===== config.mk =====
export PLATFORM = sky130hd
export DESIGN_NAME = wb_bus_arbiter
export DESIGN_NICKNAME = d
export VERILOG_FILES = /design/src/rtl/wb_bus_arbiter.sv
export SDC_FILE = /design/constraint.sdc
export NUM_CORES = 1
export LEC_CHECK = 0
export CAP_MARGIN = 10
export CORE_MARGIN = 4
export CORE_UTILIZATION = 24
export DETAILED_ROUTE_END_ITERATION = 8
export GPL_TIMING_DRIVEN = 0
export PLACE_DENSITY = 0.81
export SLEW_MARGIN = 20
export SYNTH_ARGS = -nofsm -noshare
export SYNTH_HDL_FRONTEND = slang
export SYNTH_SLANG_ARGS = --single-unit

===== constraint.sdc =====
create_clock -name clk_i -period 2.4 [get_ports clk_i]
set_clock_uncertainty 0.15 [all_clocks]
set_input_delay 0.24 -clock clk_i [delete_from_list [all_inputs] [get_ports clk_i]]
set_output_delay 0.24 -clock clk_i [all_outputs]
set_load 0.005 [all_outputs]

===== src/rtl/wb_bus_arbiter.sv =====
// Wishbone classic arbiter: NUM_MASTERS masters share one slave port through a
// registered one-hot grant, with fixed-priority or round-robin selection and a strobe watchdog.
module wb_bus_arbiter #(
  parameter int NUM_MASTERS = 2,
  parameter int DW          = 16,
  parameter int AW          = 32,
  parameter int ROUND_ROBIN = 0,
  parameter int TIMEOUT     = 255
) (
  input  logic                          clk_i,
  input  logic                          rst_i,
  input  logic [NUM_MASTERS-1:0]        m_cyc_i,
  input  logic [NUM_MASTERS-1:0]        m_stb_i,
  input  logic [NUM_MASTERS-1:0]        m_we_i,
  input  logic [NUM_MASTERS*AW-1:0]     m_adr_i,
  input  logic [NUM_MASTERS*DW-1:0]     m_dat_i,
  input  logic [NUM_MASTERS*DW/8-1:0]   m_sel_i,
  output logic [DW-1:0]                 m_dat_o,
  output logic [NUM_MASTERS-1:0]        m_ack_o,
  output logic [NUM_MASTERS-1:0]        m_err_o,
  output logic [NUM_MASTERS-1:0]        m_stall_o,
  output logic                          s_cyc_o,
  output logic                          s_stb_o,
  output logic                          s_we_o,
  output logic [AW-1:0]                 s_adr_o,
  output logic [DW-1:0]                 s_dat_o,
  output logic [DW/8-1:0]               s_sel_o,
  input  logic [DW-1:0]                 s_dat_i,
  input  logic                          s_ack_i,
  input  logic                          s_err_i,
  output logic [NUM_MASTERS-1:0]        gnt_o
);

  localparam int SW = DW / 8;
  localparam int LW = (NUM_MASTERS > 1) ? $clog2(NUM_MASTERS) : 1;
  localparam int CW = (TIMEOUT > 0) ? $clog2(TIMEOUT + 1) : 1;

  typedef enum logic [1:0] {IDLE, GRANTED, TIMEOUT_ERR} state_t;

  state_t                 state, state_nxt;
  logic [NUM_MASTERS-1:0] gnt_nxt;
  logic [LW-1:0]          last_gnt, last_gnt_nxt;
  logic [LW-1:0]          gnt_idx, win_idx;
  logic                   gnt_cyc;
  logic                   wd_tick;
  logic [CW-1:0]          wd_cnt, wd_cnt_nxt;

  always_comb begin
    gnt_idx = '0;
    for (int k = 0; k < NUM_MASTERS; k++) begin
      if (gnt_o[k]) gnt_idx = LW'(k);
    end
  end

  // Scan downwards so the last hit is the closest requester after last_gnt.
  always_comb begin
    win_idx = '0;
    if (ROUND_ROBIN != 0) begin
      for (int i = NUM_MASTERS; i >= 1; i--) begin
        if (m_cyc_i[(int'(last_gnt) + i) % NUM_MASTERS])
          win_idx = LW'((int'(last_gnt) + i) % NUM_MASTERS);
      end
    end else begin
      for (int i = NUM_MASTERS - 1; i >= 0; i--) begin
        if (m_cyc_i[i]) win_idx = LW'(i);
      end
    end
  end

  assign gnt_cyc = |(gnt_o & m_cyc_i);
  assign wd_tick = (state == GRANTED) && s_stb_o && !s_ack_i && !s_err_i;

  always_comb begin
    state_nxt    = state;
    gnt_nxt      = gnt_o;
    last_gnt_nxt = last_gnt;
    wd_cnt_nxt   = '0;
    case (state)
      IDLE: begin
        if (|m_cyc_i) begin
          state_nxt        = GRANTED;
          gnt_nxt          = '0;
          gnt_nxt[win_idx] = 1'b1;
        end
      end
      GRANTED: begin
        if (!gnt_cyc) begin
          state_nxt    = IDLE;
          gnt_nxt      = '0;
          last_gnt_nxt = gnt_idx;
        end else if (TIMEOUT > 0 && wd_tick) begin
          wd_cnt_nxt = wd_cnt + CW'(1);
          if (wd_cnt_nxt == CW'(TIMEOUT)) begin
            state_nxt  = TIMEOUT_ERR;
            wd_cnt_nxt = '0;
          end
        end
      end
      TIMEOUT_ERR: begin
        if (gnt_cyc) begin
          state_nxt = GRANTED;
        end else begin
          state_nxt    = IDLE;
          gnt_nxt      = '0;
          last_gnt_nxt = gnt_idx;
        end
      end
      default: state_nxt = IDLE;
    endcase
  end

  always_ff @(posedge clk_i or posedge rst_i) begin
    if (rst_i) begin
      state    <= IDLE;
      gnt_o    <= '0;
      last_gnt <= LW'(NUM_MASTERS - 1);
      wd_cnt   <= '0;
    end else begin
      state    <= state_nxt;
      gnt_o    <= gnt_nxt;
      last_gnt <= last_gnt_nxt;
      wd_cnt   <= wd_cnt_nxt;
    end
  end

  // Slave side follows the owner combinationally; bus controls are only live in GRANTED.
  always_comb begin
    s_cyc_o = 1'b0;
    s_stb_o = 1'b0;
    s_we_o  = 1'b0;
    s_adr_o = '0;
    s_dat_o = '0;
    s_sel_o = '0;
    for (int k = 0; k < NUM_MASTERS; k++) begin
      if (gnt_o[k]) begin
        s_cyc_o = m_cyc_i[k];
        s_stb_o = m_cyc_i[k] & m_stb_i[k];
        s_we_o  = m_we_i[k];
        s_adr_o = m_adr_i[k*AW +: AW];
        s_dat_o = m_dat_i[k*DW +: DW];
        s_sel_o = m_sel_i[k*SW +: SW];
      end
    end
    if (state != GRANTED) begin
      s_cyc_o = 1'b0;
      s_stb_o = 1'b0;
    end
  end

  always_comb begin
    m_ack_o = '0;
    m_err_o = '0;
    if (state == GRANTED) begin
      m_ack_o = gnt_o & {NUM_MASTERS{s_ack_i}};
      m_err_o = gnt_o & {NUM_MASTERS{s_err_i}};
    end else if (state == TIMEOUT_ERR) begin
      m_err_o = gnt_o;
    end
  end

  assign m_stall_o = m_cyc_i & ~gnt_o;
  assign m_dat_o   = rst_i ? '0 : s_dat_i;

endmodule


Word-level counts from Yosys, hierarchy flattened
Cells that the tools add are included.
W data, S select, Z words.
- flip-flop bits (word level): 12
- latch bits: 0
- bits in writable memories: 0
- bits in read-only memories: 0
- memories kept: 0
- add/sub/neg operators: 1
- $mul: 0
- div/mod/pow operators: 0
- $lt $le $gt $ge: 2
- equal/unequal tests: 8
- shifts and indexed selects: 0
- mux-type cells: 35
- bitwise operators: 7
- reductions and logical operators: 13
- operators with widths (kind ; count):
    $mux W32 ; 2
    $mux W16 ; 3
    $mux W8 ; 4
    $mux W2 ; 11
    $mux W1 ; 12
    $add A8 B1 Y8 const B ; 1
    $and A2 B2 Y2 ; 4
    $eq A8 B8 Y1 const B ; 1
    $ne A3 B3 Y1 const B ; 2
    $pmux W2 S3 ; 1
    $reduce_and A3 Y1 ; 2
    $reduce_or A2 Y1 ; 3
    $logic_and A1 B1 Y1 ; 4
    $ne A2 B2 Y1 const B ; 2
    $pmux W2 S2 ; 1
    $and A1 B1 Y1 ; 2
    $eq A2 B1 Y1 const B ; 1
    $eq A2 B2 Y1 const B ; 1
    $logic_not A1 Y1 ; 2
    $logic_not A2 Y1 ; 1
    $lt A1 B2 Y1 const B ; 1
    $ne A2 B1 Y1 const B ; 1
    $not A2 Y2 ; 1
    $reduce_bool A2 Y1 ; 1
    other kinds (2) ; 2

Depth between registers and ports, before layout
Gate-level depths: netlist of run 1.
- depth in word-level cells: 10
- depth in mapped cells: 8

Least setup slack after synthesis of run 1
OpenSTA, ideal clock, no wires.
- kind: register to register
- start point: reg state[0]
- end point: reg state[0]
- arrival: 1.647 ns
- required time: 2.177 ns
- slack: 0.530 ns
- cell stages (with the launch flop): 9
- path through: dfrtp_1 inv_1 ha_1 nor3b_1 or2_2 buf_2 a211oi_2 a21boi_2 a2bb2oi_2
- word-level cells in the longest chain between the ends: 7
- RTL lines (element ; RTL line ; RTL):
    start, declared ; 40 ; state_t state, state_nxt;
    start signal, assigned ; 119 ; state <= state_nxt;
    $ne A2 B1 Y1 ; 144 ; if (state != GRANTED) begin
    $mux W1 ; 144 ;
    $logic_and A1 B1 Y1 (3 in series) ; 71 ; assign wd_tick = (state == GRANTED) && s_stb_o && !s_ack_i && !s_err_i;
    $ne A3 B3 Y1 (no line) ; - ;
    $reduce_and A3 Y1 (no line) ; - ;
Several ways; a longest one is shown, not always the timed one.
A chain may end at the register's enable or synchronous reset.

Worst setup path in the final report of run 1
- start point: reg gnt_o[0]
- end point: out s_adr_o[12]
- word-level cells in the longest chain between the ends: 2
- RTL lines (element ; RTL line ; RTL):
    start, declared ; 31 ; output logic [NUM_MASTERS-1:0] gnt_o
    start signal, assigned ; 120 ; gnt_o <= gnt_nxt;
    $mux W32 (2 in series) ; 135 ; if (gnt_o[k]) begin
    end, declared ; 25 ; output logic [AW-1:0] s_adr_o,
No other way between the ends.

==> results.toml, run 1 <==
[pwr]
intPower_w = 0.00170
power_per_cell_area_mw_per_mm2 = 703
net_switching_component_of_the_power_w = 0.000876
p_sw_share_pct = 34.1
peakVddDrop_mv = 0.481
p_leak_nw = 1.50
seq_power_share_pct = 9.7
power_frac_clock_pct = 8.2
power.share.combinational_pct = 82.1

[detailed_routing]
via_per_inst = 4.82
vias = 2165
drt-initial-drc-count = 38
detail_route.drc_violations = 0
drtAntennaViolNets = 0
routed_wire_length_per_instance_um = 18.0
wirelength_um = 8070
drt_pass1_iterations = 4

[logic_synthesis]
synth_top_cell_area_share_pct = 32.7
synth.ff_latch_count = 12
post_synth_main_area_contributors = "a22o_1 (33%), dfrtp_1 (21%), nor2b_1 (10%)"
synth_area_per_cell_um2 = 8.35
synth_edf_count = 0
syn_area_mm2 = 0.00142
synth_ff_type = "dfrtp_1"
seq_area_frac_synth_pct = 21.1
yosys.cell_types.count = 34
synth.yosys.warnings = 0
netlist.top_cell.by_area = "a22o_1"
asyncSetResetFlopFracSynth_pct = 100
post_synth_inst_count = 170
postSynthNetCount = 302

[critical_path]
critPathKind = "flip-flop to output port"
cp-end-kind = "output port"
crit_required_ns = 2.01
critical_path.reg2reg.startpoint = "state[0]"
critPathArrivalTime_ns = 1.90
worst-path-max-fanout = 10
critical_path_start = "gnt_o[0]"
worstSetupStartpointType = "flip-flop"

[die]
floorplan.die_area_mm2 = 0.00721
die_span_x_um = 84.9
design.portCount = 203
rows = 27
fp.dieH_um = 84.9
initial_core_utilization_pct = 25.3
core_area_mm2 = 0.00561

[timing]
tightestPinTransition_ns = 0.444
slew_viol_final = 0
timing.final.crit_share_pct = 95.6
timing.final.hold_violations = 0
rsz_0062_raised_after_global_routing = "false"
fin_ws_ns = 0.107
final_period_minus_worst_setup_slack_ns = 2.29
max_clock_freq_ghz = 0.436
final_setup_violation_count = 0
fin_worst_hold_slack_ns = 0.354
timing.slew.headroom_pct = 70.4

[cts]
htree_levels = 1
cts.clk_slew.worst_paths_ns = 0.05
cts_buffer_depth = 2
cts.sinks = 12
clock_tree.root_cell = "clkbuf_8"
insertion_delay_ns = 0.23
cts_buffers = 3
tritoncts = "built"
post_cts_hold_buffer_count = 0

[layout]
stdcell_area_mm2 = 0.00366
synthToLayoutAreaGrowth_pct = 158
finalNonFillerCells = 449
antenna_fix_cells = 0
fin_nets = 510
postLayoutCoreUtil_pct = 65.2
ratio_of_cells_with_drive_above_1_in_the_final_layout_pct = 5.84

[placed_design]
dpl.cell_count = 444
pre_cts_ws_ns = -0.122
placement.io_buffers = 202
dp_hpwl_um = 6900
placedInstanceArea_mm2 = 0.00353
place_congestion = 0.962

[min_path]
timing.hold.worst.start = "wd_cnt[0]"
min_delay_worst_type = "flip-flop to flip-flop"

[global_routing]
number_of_global_route_vias_before_repair = 2142
antenna_violations_before_repair = 0
grt_overflow = 0
gr-usage-all-layers_pct = 20.9
grt_max_degree = 13
wire_length_of_the_first_global_routing_pass_um = 12300

[job]
timing.max_cap.violations = 0

[outcome]
status = "completed"
==> layout by cell type (no fill, tap or decap), types with 4 or more instances in the layout <==
cell	netlist	layout
a22o_1	53	53
buf_6	1	4
clkbuf_8	0	6
clkdlybuf4s50_1	0	201
dfrtp_1	12	12
ha_1	6	6
inv_1	4	4
nand2_1	6	6
nand3_1	5	5
nor2_1	11	11
nor2b_1	23	23
o21ai_0	5	5
xnor2_1	4	4
==> registers in the layout (all words and copies together), names as in the netlist <==
| register | count |
|---|---|
| gnt_o | 2 |
| state | 2 |
| wd_cnt | 8 |
==> power by group through the flow <==
stage / sequential (W) / clock [W] / combinational [W]
finish: 0.000249 / 0.000211 / 0.00211
global route: 0.000252 / 0.000228 / 0.00225
CTS: 0.000250 / 0.000219 / 0.00208
detailed placement: 0.000252 / 0 / 0.00200
global placement: 0.000252 / 0 / 0.00199
floorplan: 0.000245 / 0 / 0.000813
==> cells by family after synthesis <==
| logic type | Yosys count | share of synthesized area, % |
|---|---|---|
| buffers and inverters | 20 | 5.99 |
| multiplexers | 1 | 0.705 |
| XOR/XNOR | 6 | 3.70 |
| AO/OA/AOI/OAI | 68 | 41.1 |
| adder cells (fa/ha/maj) | 6 | 5.29 |
| flip-flops | 12 | 21.1 |
| AND/OR/NAND/NOR | 57 | 22.1 |
==> through the flow <==
step | setup TNS, ns | total power, W
detailed placement | -3.02 | 0.00225
global placement | -3.97 | 0.00224
global route | 0 | 0.00273
CTS | -0.0519 | 0.00255
floorplan | 0 | 0.00106
finish | 0 | 0.00257
==> worst paths after layout <==
kind | to | slack [ns] | cells after the start
hold reg to reg | wd_cnt[0] | 0.35 | 1
min in group asynchronous | wd_cnt[4] | 0.61 | 3
setup / recovery | s_adr_o[12] | 0.11 | 6
hold / removal | wd_cnt[0] | 0.35 | 1
max in group asynchronous | wd_cnt[1] | 1.19 | 3
setup reg to reg | state[0] | 0.33 | 8
==> critical path, cell delays in order (launching register included) <==
cell and delay [ns]:
dfrtp_1 0.38, buf_6 0.15, nor2b_1 0.13, buf_4 0.17, buf_4 0.18, a22o_1 0.14, clkdlybuf4s50_1 0.53
==> area by class of cell <==
type | count | area, um2
Clock buffer | 4 | 55.1
Sequential cell | 12 | 300
Inverter | 4 | 15.0
Timing Repair Buffer | 203 | 2030
Buffer | 16 | 131
Tap cell | 72 | 90.1
Multi-Input combinational cell | 138 | 1030
Fill cell | 505 | 1950
==> what timing repair did <==
item,CTS,global route
resized for setup,17,17
endpoints found under the setup margin,52,52
pin swaps,0,0
buffers inserted,0,1
==> synth_stat cells (2+ instances only) <==
cell type / number
dfrtp_1: 12
clkbuf_1: 12
o21ai_0: 5
and3_1: 3
ha_1: 6
nor2b_1: 23
inv_1: 4
a22o_1: 53
xnor2_1: 4
nor2_1: 11
xor2_1: 2
nand3_1: 5
and2_1: 3
buf_2: 2
nand2_1: 6
==> routing by layer <==
metal | vias to the layer above | track usage (%) | part of all wire [%]
li1 | 1057 | - | -
met2 | 80 | 36.4 | 51
met4 | 0 | 3.02 | 1.1
met1 | 1022 | 26.9 | 42
met3 | 6 | 4.76 | 6.1
met5 | - | 0 | 0
Note: power is estimated with default switching activity, not from simulation.
==> inputs of run 2 (changes only) <==
GPL_ROUTABILITY_DRIVEN = 0   (was default)
==> results of run 2 <==
Same layout as run 1: the final DEF is identical, and so are final timing and power.
